===== config.mk =====
export PLATFORM = sky130hd
export DESIGN_NAME = keypad_scan
export DESIGN_NICKNAME = d
export VERILOG_FILES = /design/src/rtl/keypad_pkg.sv /design/src/rtl/scan_tick_gen.sv /design/src/rtl/keypad_scan.sv
export SDC_FILE = /design/constraint.sdc
export NUM_CORES = 1
export LEC_CHECK = 0
export ABC_AREA = 1
export CAP_MARGIN = 20
export CELL_PAD_IN_SITES_DETAIL_PLACEMENT = 0
export CELL_PAD_IN_SITES_GLOBAL_PLACEMENT = 1
export CORE_MARGIN = 1.5
export CORE_UTILIZATION = 25
export DETAILED_ROUTE_END_ITERATION = 7
export PLACE_DENSITY = 0.62
export SKIP_LAST_GASP = 1
export SLEW_MARGIN = 25
export SYNTH_ARGS = -nofsm -noshare
export SYNTH_HDL_FRONTEND = slang
export SYNTH_SLANG_ARGS = --single-unit

===== constraint.sdc =====
create_clock -name clk -period 2.2 [get_ports clk]
set_input_delay 0.44 -clock clk [delete_from_list [all_inputs] [get_ports clk]]
set_output_delay 0.44 -clock clk [all_outputs]
set_load 0.01 [all_outputs]

===== src/rtl/keypad_pkg.sv =====
// Shared types and helpers for the 4x4 matrix keypad scanner.
package keypad_pkg;

    // Matrix geometry and key code width (code = row * 4 + col).
    localparam int ROWS   = 4;
    localparam int COLS   = 4;
    localparam int CODE_W = 4;

    // Scanner FSM encoding; the numeric values are visible on the debug port.
    typedef enum logic [1:0] {
        SCAN     = 2'd0,
        DEBOUNCE = 2'd1,
        HELD     = 2'd2
    } state_t;

    // Classify a column sample (active-low).
    // Returns {single, index}: single is set only when exactly one line is
    // low, and index is the position of that line. "none" and "multi" both
    // return single = 0, since ghost keys are not resolved.
    function automatic logic [2:0] onehot0_index(input logic [COLS-1:0] col);
        logic [2:0] res;
        res = 3'b000;
        case (col)
            4'b1110: res = 3'b100;
            4'b1101: res = 3'b101;
            4'b1011: res = 3'b110;
            4'b0111: res = 3'b111;
            default: res = 3'b000;
        endcase
        return res;
    endfunction

endpackage


===== src/rtl/scan_tick_gen.sv =====
// Free-running divider that produces a one-cycle tick every SCAN_DIV clocks.
// The tick marks the last cycle of a scan slot. It is shared with the
// display multiplexer so that both paths step at the same cadence.
module scan_tick_gen #(
    parameter int SCAN_DIV = 100000
) (
    input  logic clk,
    input  logic rst,
    output logic tick
);

    localparam int CW = (SCAN_DIV > 1) ? $clog2(SCAN_DIV) : 1;
    localparam logic [CW-1:0] LAST = CW'(SCAN_DIV - 1);

    logic [CW-1:0] cnt;

    // Count 0..SCAN_DIV-1 and wrap. This never stalls, whatever the consumer is doing.
    always_ff @(posedge clk or posedge rst) begin
        if (rst) begin
            cnt <= '0;
        end else if (cnt == LAST) begin
            cnt <= '0;
        end else begin
            cnt <= cnt + CW'(1);
        end
    end

    // Terminal count is the tick.
    assign tick = (cnt == LAST);

endmodule


===== src/rtl/keypad_scan.sv =====
// 4x4 matrix keypad scanner: drives one row low at a time and samples the
// columns at the end of each row slot. It debounces press and release, and
// reports each accepted key once.
//
// Output handshake: key_valid is a single-cycle strobe with no back-pressure.
// The consumer must capture key_code in the cycle key_valid is high.
// key_code then holds that value until the next acceptance. key_held stays
// high from the acceptance cycle until the release has been debounced.
module keypad_scan
    import keypad_pkg::*;
#(
    parameter int SCAN_DIV     = 100000,
    parameter int DEBOUNCE_CNT = 4
) (
    input  logic              clk,
    input  logic              rst,
    output logic [ROWS-1:0]   row,
    input  logic [COLS-1:0]   col,
    output logic [CODE_W-1:0] key_code,
    output logic              key_valid,
    output logic              key_held,
    output logic [1:0]        dbg_state
);

    // Counter width is enough to hold DEBOUNCE_CNT itself.
    localparam int DW = $clog2(DEBOUNCE_CNT + 1);
    localparam logic [DW-1:0] DEB_LAST = DW'(DEBOUNCE_CNT);
    localparam logic [DW-1:0] REL_LAST = DW'(DEBOUNCE_CNT - 1);

    localparam logic [1:0] S_SCAN = SCAN;
    localparam logic [1:0] S_DEB  = DEBOUNCE;
    localparam logic [1:0] S_HELD = HELD;

    logic            tick;
    logic [COLS-1:0] col_m;
    logic [COLS-1:0] col_s;
    logic [2:0]      dec;
    logic            single;
    logic [1:0]      cidx;

    logic [1:0]      state;
    logic [1:0]      state_nx;
    logic [1:0]      ridx;
    logic [1:0]      cand_row;
    logic [1:0]      cand_col;
    logic [DW-1:0]   deb_cnt;
    logic [DW-1:0]   rel_cnt;

    logic            detect;
    logic            match;
    logic            accept;
    logic            reject;
    logic            release_ev;
    logic            advance;

    scan_tick_gen #(
        .SCAN_DIV (SCAN_DIV)
    ) u_tick (
        .clk  (clk),
        .rst  (rst),
        .tick (tick)
    );

    // Two-flop synchronizer for the asynchronous column lines (idle = all high).
    always_ff @(posedge clk or posedge rst) begin
        if (rst) begin
            col_m <= '1;
            col_s <= '1;
        end else begin
            col_m <= col;
            col_s <= col_m;
        end
    end

    // Column classification, used by every decision.
    assign dec    = onehot0_index(col_s);
    assign single = dec[2];
    assign cidx   = dec[1:0];

    // Scan events, each qualified by the tick so the lines have settled.
    always_comb begin
        detect     = 1'b0;
        match      = single && (cidx == cand_col);
        accept     = 1'b0;
        reject     = 1'b0;
        release_ev = 1'b0;
        if (tick) begin
            detect     = (state == S_SCAN) && single;
            accept     = (state == S_DEB) && match && (deb_cnt == DEB_LAST);
            reject     = (state == S_DEB) && !match;
            release_ev = (state == S_HELD) && !single && (rel_cnt == REL_LAST);
        end
        advance = (tick && (state == S_SCAN) && !single) || reject || release_ev;
    end

    // Next-state selection. Any unused encoding falls back to scanning.
    always_comb begin
        state_nx = state;
        case (state)
            S_SCAN:  if (detect)     state_nx = S_DEB;
            S_DEB:   if (accept)     state_nx = S_HELD;
                     else if (reject) state_nx = S_SCAN;
            S_HELD:  if (release_ev) state_nx = S_SCAN;
            default: state_nx = S_SCAN;
        endcase
    end

    // State register.
    always_ff @(posedge clk or posedge rst) begin
        if (rst) begin
            state <= S_SCAN;
        end else begin
            state <= state_nx;
        end
    end

    // Row index: it advances only when leaving a slot without a candidate.
    // While debouncing or holding, the row stays frozen on the candidate.
    always_ff @(posedge clk or posedge rst) begin
        if (rst) begin
            ridx <= 2'd0;
        end else if (advance) begin
            ridx <= ridx + 2'd1;
        end
    end

    // Capture the candidate key at first detection.
    always_ff @(posedge clk or posedge rst) begin
        if (rst) begin
            cand_row <= 2'd0;
            cand_col <= 2'd0;
        end else if (detect) begin
            cand_row <= ridx;
            cand_col <= cidx;
        end
    end

    // Press debounce counter: 1 at detection, then +1 per matching tick.
    always_ff @(posedge clk or posedge rst) begin
        if (rst) begin
            deb_cnt <= '0;
        end else if (detect) begin
            deb_cnt <= DW'(1);
        end else if (accept || reject) begin
            deb_cnt <= '0;
        end else if (tick && (state == S_DEB)) begin
            deb_cnt <= deb_cnt + DW'(1);
        end
    end

    // Release debounce counter: consecutive idle ticks while held.
    always_ff @(posedge clk or posedge rst) begin
        if (rst) begin
            rel_cnt <= '0;
        end else if (tick && (state == S_HELD)) begin
            if (single || release_ev) begin
                rel_cnt <= '0;
            end else begin
                rel_cnt <= rel_cnt + DW'(1);
            end
        end
    end

    // Registered key outputs: a one-cycle strobe on acceptance, and held until release.
    always_ff @(posedge clk or posedge rst) begin
        if (rst) begin
            key_code  <= '0;
            key_valid <= 1'b0;
            key_held  <= 1'b0;
        end else begin
            key_valid <= accept;
            if (accept) begin
                key_code <= {cand_row, cand_col};
                key_held <= 1'b1;
            end else if (release_ev) begin
                key_held <= 1'b0;
            end
        end
    end

    assign row       = ~(ROWS'(1) << ridx);
    assign dbg_state = state;

endmodule


==> results of run 1 <==
cells in the mapped netlist, drive strengths merged:
master / n
o21ai: 13
nand4: 8
ha: 9
nor4: 3
clkinv: 2
o21a: 1
nand3: 22
nor2: 31
and3: 1
a21o: 1
dfrtp: 37
nand3b: 1
dfstp: 8
and2: 1
xor2: 7
inv: 51
a21oi: 5
nor3: 9
nand2: 76
o2111ai: 1
state kept, by name, indices dropped and copies added, names as in the netlist:
signal / count
u_tick.cnt: 17
col_m: 4
col_s: 4
key_code: 4
deb_cnt: 3
rel_cnt: 3
cand_col: 2
cand_row: 2
dbg_state: 2
ridx: 2
key_held: 1
key_valid: 1
placed cells by master (no fill, tap or decap), drive strengths merged:
| master | n |
|---|---|
| clkdlybuf4s50 | 17 |
| a21oi | 5 |
| a21o | 1 |
| nor4 | 3 |
| and2 | 1 |
| dfrtp | 37 |
| ha | 9 |
| nand4 | 8 |
| o2111ai | 1 |
| buf | 1 |
| nand3b | 1 |
| clkbuf | 6 |
| nor2 | 31 |
| nand3 | 22 |
| nor3 | 9 |
| and3 | 1 |
| nand2 | 76 |
| o21ai | 13 |
| inv | 51 |
| xor2 | 7 |
| dfstp | 8 |
| clkinv | 2 |
| clkinvlp | 2 |
| o21a | 1 |
worst paths after layout:
check	from	cells past startpoint	to	slack, ps
worst max-delay path	ridx[0]$_DFFE_PP0P_	4	row[0]	150
max in group asynchronous	rst	3	col_m[0]$_DFF_PP1_	1450
worst min-delay path	col_m[0]$_DFF_PP1_	0	col_s[0]$_DFF_PP1_	360
worst max register to register	u_tick.cnt[0]$_DFF_PP0_	9	cand_col[0]$_DFFE_PP0P_	490
min in group asynchronous	rst	3	deb_cnt[2]$_DFFE_PP0P_	490
worst min register to register	col_m[0]$_DFF_PP1_	0	col_s[0]$_DFF_PP1_	360
power by group:
part | leakage [nW] | switching (mW) | total, mW | internal, mW
Combinational | 0.732 | 0.0342 | 0.0523 | 0.0180
Clock | 0.0374 | 0.292 | 0.516 | 0.224
Sequential | 0.587 | 0.00451 | 0.844 | 0.840
Total | 1.36 | 0.330 | 1.41 | 1.08
stage by stage:
| step | cells | setup slack, ps | hold WS, ps | area (sq um) | utilization (%) |
|---|---|---|---|---|---|
| floorplan | 287 | 713.8 | 345.2 | 2337 | - |
| global placement | 416 | 499.8 | 347.1 | 2666 | 29.13 |
| detailed placement | 416 | 476.4 | 348.2 | 2666 | 29.13 |
| CTS | 424 | 119.7 | 362.2 | 2754 | 30.09 |
| global route | 424 | 43.00 | 365.0 | 2754 | 30.09 |
| finish | 424 | 148.5 | 360.4 | 2754 | 30.09 |
routing by layer:
layer | track usage (%) | vias up | wire length (um)
met4 | 3.575 | 0 | 70
met2 | 16.33 | 21 | 2136
met5 | 0 | - | 0
met3 | 2.249 | 7 | 137
met1 | 15.55 | 858 | 2490
li1 | - | 952 | -
cells by family (layout without fill, tap and decap cells):
group | after synthesis | count (layout) | share of synthesized area (%)
AO/OA/AOI/OAI | 21 | 21 | 5.032
adder cells (fa/ha/maj) | 9 | 9 | 4.818
buffers and inverters | 53 | 79 | 8.779
flip-flops | 45 | 45 | 48.61
XOR/XNOR | 7 | 7 | 2.623
AND/OR/NAND/NOR | 152 | 152 | 30.14
layout make-up:
| type | instances | area (sq um) |
|---|---|---|
| timing repair buffer | 18 | 190.2 |
| multi-input combinational | 189 | 996.0 |
| sequential | 45 | 1136 |
| fill | 965 | 6399 |
| inverter | 53 | 205.2 |
| tap | 111 | 138.9 |
| clock inverter | 2 | 15.01 |
| clock buffer | 6 | 72.57 |
==> metrics.yaml, run 1 <==
outcome: "finished, final reports clean"
vias: 1838
cts_setup_buffers: 0
fmax_mhz: 487.4
tritoncts: "done"
viasPerCell: 4.335
synth_top_area_share_pct: 39.61
yosys_warnings: 0
place_congestion: 0.8233
p_per_area_nw_per_um2: 512.9
drv_cap: 0
drtPass1Iterations: 4
cts-root-buf: "clkbuf_8"
overflow: 0
cts_buffers: 5
n_antenna_cell: 0
die-area_sq_um: 9938
synthCells: 287
hold_path_class: "flop to flop"
grt_max_degree: 46
required_ps: 1760
initial_utilization_pct: 25.54
ys_top_cells_by_area: "dfrtp_1, nand2_1, dfstp_2"
seq_area_frac_synth_pct: 48.61
fin_nets: 327
p_leak_nw: 1.356
tns_ps: 0
cpMostUsedCell: "inv_1"
cts_max_level: 2
synth_top_area_cell: "dfrtp_1"
core_region_area_sq_um: 9153
io_pins: 18
grt_usage_pct: 10.86
wirelength_um: 4834
ys_ff_latch: 45
fin_crit_ps: 2051
row_count: 35
worstSetupPathType: "flop to primary output"
drt_iter0_markers: 88
cts_buffer_depth: 2
cp_top_family: "buffers and inverters"
post-route-period-util_pct: 93.25
slowest_delay_ps: 530
place.detailed.hpwl_um: 3642
fp.dieW_um: 99.69
slew_viol_final: 0
setup_viol: 0
drive_gt1_share_pct: 11.18
syn2layout_area_growth_pct: 17.83
synth_cell_types: 30
finalHoldViolCount: 0
skew_ps: 6.720
io_buffers: 17
hold_buffers: 0
ant_nets: 0
p_total_mw: 1.413
drt-wirelength-per-cell_um: 11.40
worstMarginPinSlew_ps: 439.4
grt_pass1_vias: 1771
rsz0062_at_grt: "false"
grt_pass1_wl_um: 8597
critical_path_buf_inv_count: 3
drcViolationCount: 0
clk_latency_ps: 300
slew_headroom_pct: 70.44
cp-start-kind: "flop"
cts.sinks: 45
synth_area_per_cell_sq_um: 8.144
antenna_found_initial: 0
die_h_um: 99.69
cp.arrival_ps: 1610
worstPathCellList: "inv_1, ha_1, inv_1, clkdlybuf4s50_1"
clk_transition_reported_paths_ps: 90
end_kind: "primary output"
cp_max_fo: 4
ctsResizeCount: 0
slowest_stage: "clkdlybuf4s50_1"
synth_nets: 302
syn_area_sq_um: 2337
ir_drop_v: 0.0002419
Power figures use the tool's default switching activity.
==> run 2: changes to the inputs <==
--- a/config.mk
+++ b/config.mk
@@ -10,9 +10,10 @@
 export CELL_PAD_IN_SITES_DETAIL_PLACEMENT = 0
 export CELL_PAD_IN_SITES_GLOBAL_PLACEMENT = 1
 export CORE_MARGIN = 1.5
-export CORE_UTILIZATION = 25
+export CORE_UTILIZATION = 47
+export CTS_BUF_LIST = sky130_fd_sc_hd__clkbuf_16
 export DETAILED_ROUTE_END_ITERATION = 7
-export PLACE_DENSITY = 0.62
+export PLACE_DENSITY = 0.95
 export SKIP_LAST_GASP = 1
 export SLEW_MARGIN = 25
 export SYNTH_ARGS = -nofsm -noshare
==> run 2 against run 1 <==
Maximum frequency grew 2.1%; global-route usage rose by 7.9 points; register-to-register slack barely moved; clock power up 47%; critical path depth stayed put; critical path type unchanged.
==> metrics.yaml, run 2 (synthesis results as in run 1) <==
outcome: "finished, final reports clean"
largest_reg_flops: 17
fmax_mhz: 497.6
cp_max_fo: 4
finalInstanceArea_sq_um: 2761
clk_latency_ps: 290
overflow: 0
cts-root-buf: "clkbuf_16"
die_h_um: 73.52
io_pins: 18
die-area_sq_um: 5405
cp_top_family: "buffers and inverters"
drtPass1Iterations: 4
cp.arrival_ps: 1570
grt_pass1_vias: 1780
timing.reg2reg.setup_slack_ps: 500
drcViolationCount: 0
top_register: "u_tick.cnt"
grt_usage_pct: 18.76
drive_gt1_share_pct: 11.18
cp-start-kind: "flop"
slew_headroom_pct: 62.94
place_inst: 372
slowest_delay_ps: 530
cts_buffers: 5
wirelength_um: 4516
drt_iter0_markers: 112
place_congestion: 0.8391
tns_ps: 0
worstMarginPinSlew_ps: 552.5
dp_slack_ps: 482.1
fin_nets: 327
place.detailed.hpwl_um: 3351
antenna_found_initial: 0
end_kind: "primary output"
grt_max_degree: 33
hold_slack_ps: 357.1
final_util_pct: 58.08
skew_ps: 3.365
cts_setup_buffers: 0
p_total_mw: 1.655
row_count: 25
syn2layout_area_growth_pct: 18.15
fp.dieW_um: 73.52
ctsResizeCount: 0
fin_cells: 380
fin_crit_ps: 2010
worstPathCellList: "inv_1, ha_1, inv_1, clkdlybuf4s50_1"
initial_utilization_pct: 49.16
cts_max_level: 2
viasPerCell: 4.839
ir_drop_v: 0.0002994
hold_buffers: 0
setup_viol: 0
post-route-period-util_pct: 91.35
final_cell_mix: "nand2_1, inv_1, dfrtp_1, nor2_1, nand3_1"
slowest_stage: "clkdlybuf4s50_1"
seqCellArea_sq_um: 1136
critical_path_buf_inv_count: 3
cts.sinks: 45
rsz0062_at_grt: "false"
slew_viol_final: 0
clk_transition_reported_paths_ps: 70
hold_path_class: "flop to flop"
cpMostUsedCell: "inv_1"
place_area_sq_um: 2611
required_ps: 1760
drt-wirelength-per-cell_um: 11.88
core_region_area_sq_um: 4755
multi_input_area_sq_um: 996.0
layout_setup_ws_ps: 190.3
io_buffers: 17
worstSetupPathType: "flop to primary output"
final_common_cell: "nand2_1"
n_fill_cell: 456
ant_nets: 0
p_per_area_nw_per_um2: 599.2
n_antenna_cell: 0
vias: 1839
finalHoldViolCount: 0
grt_pass1_wl_um: 7810
drv_cap: 0
cts_buffer_depth: 2
p_leak_nw: 1.387
tritoncts: "done"
[run 2: layer usage]
metal | global-route usage, % | vias to the layer above | part of all wire (%)
met4 | 6.790 | 0 | 1.3
met5 | 0 | - | 0
met1 | 26.06 | 845 | 50
met3 | 4.252 | 5 | 3.8
li1 | - | 956 | -
met2 | 28.73 | 33 | 45
[run 2: final timing paths]
path,from,endpoint,cells past startpoint
setup / recovery,ridx[0]$_DFFE_PP0P_,row[0],4
hold reg to reg,col_m[1]$_DFF_PP1_,col_s[1]$_DFF_PP1_,0
hold / removal,col_m[1]$_DFF_PP1_,col_s[1]$_DFF_PP1_,0
max in group asynchronous,rst,u_tick.cnt[4]$_DFF_PP0_,3
setup reg to reg,u_tick.cnt[0]$_DFF_PP0_,cand_row[0]$_DFFE_PP0P_,10
min in group asynchronous,rst,key_code[3]$_DFFE_PP0P_,2
[run 2: worst register-to-register path: cells and delay by family (launching register included)]
kind	cells	cell delay, ps
simple gates	6	770
flops	1	360
buf+inv	2	180
fa+ha+maj	1	170
compound gates	1	90
[run 2: area by class of cell]
| cell class | instances | area share (%) |
|---|---|---|
| Inverter | 53 | 7.431 |
| Clock buffer | 5 | 4.531 |
| Multi-Input combinational cell | 189 | 36.07 |
| Clock inverter | 3 | 0.9062 |
| Timing Repair Buffer | 18 | 6.887 |
| Sequential cell | 45 | 41.14 |
| Tap cell | 67 | 3.036 |
[run 2: power breakdown]
part	switching, mW	total [mW]	internal [mW]
combinational	0.0340	0.0518	0.0178
clock	0.329	0.758	0.429
sequential	0.00436	0.845	0.841
==> run 3: changes to the inputs <==
--- a/config.mk
+++ b/config.mk
@@ -10,10 +10,10 @@
 export CELL_PAD_IN_SITES_DETAIL_PLACEMENT = 0
 export CELL_PAD_IN_SITES_GLOBAL_PLACEMENT = 1
 export CORE_MARGIN = 1.5
-export CORE_UTILIZATION = 47
+export CORE_UTILIZATION = 40
 export CTS_BUF_LIST = sky130_fd_sc_hd__clkbuf_16
 export DETAILED_ROUTE_END_ITERATION = 7
-export PLACE_DENSITY = 0.95
+export PLACE_DENSITY = 0.86
 export SKIP_LAST_GASP = 1
 export SLEW_MARGIN = 25
 export SYNTH_ARGS = -nofsm -noshare
==> run 3 against run 2 <==
Sequential share of layout area stayed put; count of clock-buffer cells in the layout unchanged; wire length is 2.1% lower; critical endpoint is now row[1]; largest cell class unchanged.
==> metrics.yaml, run 3 (synthesis results as in run 1) <==
clk_latency_ps: 290
fp.dieW_um: 79.44
grt_pass1_wl_um: 8010
cp_max_fo: 4
final_cell_mix: "nand2_1, inv_1, dfrtp_1, nor2_1, nand3_1"
fin_crit_ps: 2007
io_buffers: 17
ctsResizeCount: 0
ir_drop_v: 0.0003327
outcome: "finished, final reports clean"
grt_pass1_vias: 1799
cts_buffers: 5
post-route-period-util_pct: 91.22
grt_usage_pct: 16.26
fmax_mhz: 498.3
final_util_pct: 49.54
reg2regPathDepth: 10
io_pins: 18
cts.sinks: 45
cp.arrival_ps: 1570
initial_utilization_pct: 41.93
required_ps: 1760
whs_path_depth: 0
drv_cap: 0
p_total_mw: 1.622
grt_max_degree: 46
die_h_um: 79.44
cpMostUsedCell: "inv_1"
clk_transition_reported_paths_ps: 60
row_count: 27
worstMarginPinSlew_ps: 418.0
cts_max_level: 2
antenna_found_initial: 0
top_register: "u_tick.cnt"
fin_nets: 327
path_depth: 4
finalHoldViolCount: 0
layout_setup_ws_ps: 193.2
hold_path_class: "flop to flop"
overflow: 0
slowest_delay_ps: 520
seqCellArea_sq_um: 1136
drcViolationCount: 0
cts-root-buf: "clkbuf_16"
place.detailed.hpwl_um: 3335
cp_top_family: "buffers and inverters"
cts_setup_buffers: 0
core_region_area_sq_um: 5574
final_common_cell: "nand2_1"
hold_buffers: 0
rsz0062_at_grt: "false"
hold_slack_ps: 355.8
drtPass1Iterations: 4
ant_nets: 0
slew_viol_final: 0
setup_viol: 0
n_antenna_cell: 0
die-area_sq_um: 6311
dp_slack_ps: 494.5
viasPerCell: 4.701
tritoncts: "done"
slew_headroom_pct: 71.92
place_congestion: 0.8715
cts_buffer_depth: 2
vias: 1810
drt_iter0_markers: 117
wirelength_um: 4422
multi_input_area_sq_um: 996.0
skew_ps: 5.571
worstSetupPathType: "flop to primary output"
syn2layout_area_growth_pct: 18.15
largest_reg_flops: 17
end_kind: "primary output"
drive_gt1_share_pct: 11.18
p_leak_nw: 1.386
tns_ps: 0
drt-wirelength-per-cell_um: 11.49
p_per_area_nw_per_um2: 587.3
n_fill_cell: 575
worstPathCellList: "inv_1, ha_1, inv_1, clkdlybuf4s50_1"
critical_path_buf_inv_count: 3
cp-start-kind: "flop"
slowest_stage: "clkdlybuf4s50_1"
==> run 3: changes by cell type in the layout (fill, tap and decap cells not counted) <==
| cell | before | now |
|---|---|---|
| clkinvlp_4 | 1 | 2 |
| clkinv_1 | 1 | 0 |
| inv_6 | 2 | 0 |
| inv_2 | 3 | 4 |
| inv_1 | 47 | 48 |
==> run 3: per-stage QoR <==
stage / std cells / instance area, sq um
after floorplan: 287 / 2337
after global placement: 377 / 2618
after detailed placement: 377 / 2618
after CTS: 385 / 2761
after global routing: 385 / 2761
final: 385 / 2761
==> run 3: per-layer routing <==
| metal | vias to the layer above | global-route usage, % | part of all wire (%) |
|---|---|---|---|
| li1 | 956 | - | - |
| met1 | 826 | 22.25 | 51 |
| met2 | 21 | 25.00 | 44 |
| met3 | 7 | 3.314 | 3.4 |
| met4 | 0 | 6.842 | 1.9 |
| met5 | - | 0 | 0 |
==> run 3: final timing paths <==
kind | start | endpoint | slack, ps
max | ridx[1]$_DFFE_PP0P_ | row[1] | 190
min | col_m[2]$_DFF_PP1_ | col_s[2]$_DFF_PP1_ | 360
max in group asynchronous | rst | col_s[0]$_DFF_PP1_ | 1420
min reg2reg | col_m[2]$_DFF_PP1_ | col_s[2]$_DFF_PP1_ | 360
min in group asynchronous | rst | u_tick.cnt[14]$_DFF_PP0_ | 510
max reg2reg | u_tick.cnt[0]$_DFF_PP0_ | cand_col[0]$_DFFE_PP0P_ | 520
==> run 3: area by class of cell <==
| type | instances | share of cell area, % |
|---|---|---|
| inverters | 53 | 7.431 |
| clock buffers | 5 | 4.531 |
| repair buffers | 18 | 6.887 |
| well taps | 72 | 3.262 |
| flip-flops and latches | 45 | 41.14 |
| clock inverters | 3 | 0.6797 |
| multi-input cells | 189 | 36.07 |
==> run 3: power by group <==
part           switching, mW  total (mW)  internal [mW]  leakage (nW)
clock                  0.308       0.724          0.416        0.0672
combinational         0.0344      0.0524         0.0180         0.732
sequential           0.00437       0.845          0.841         0.587
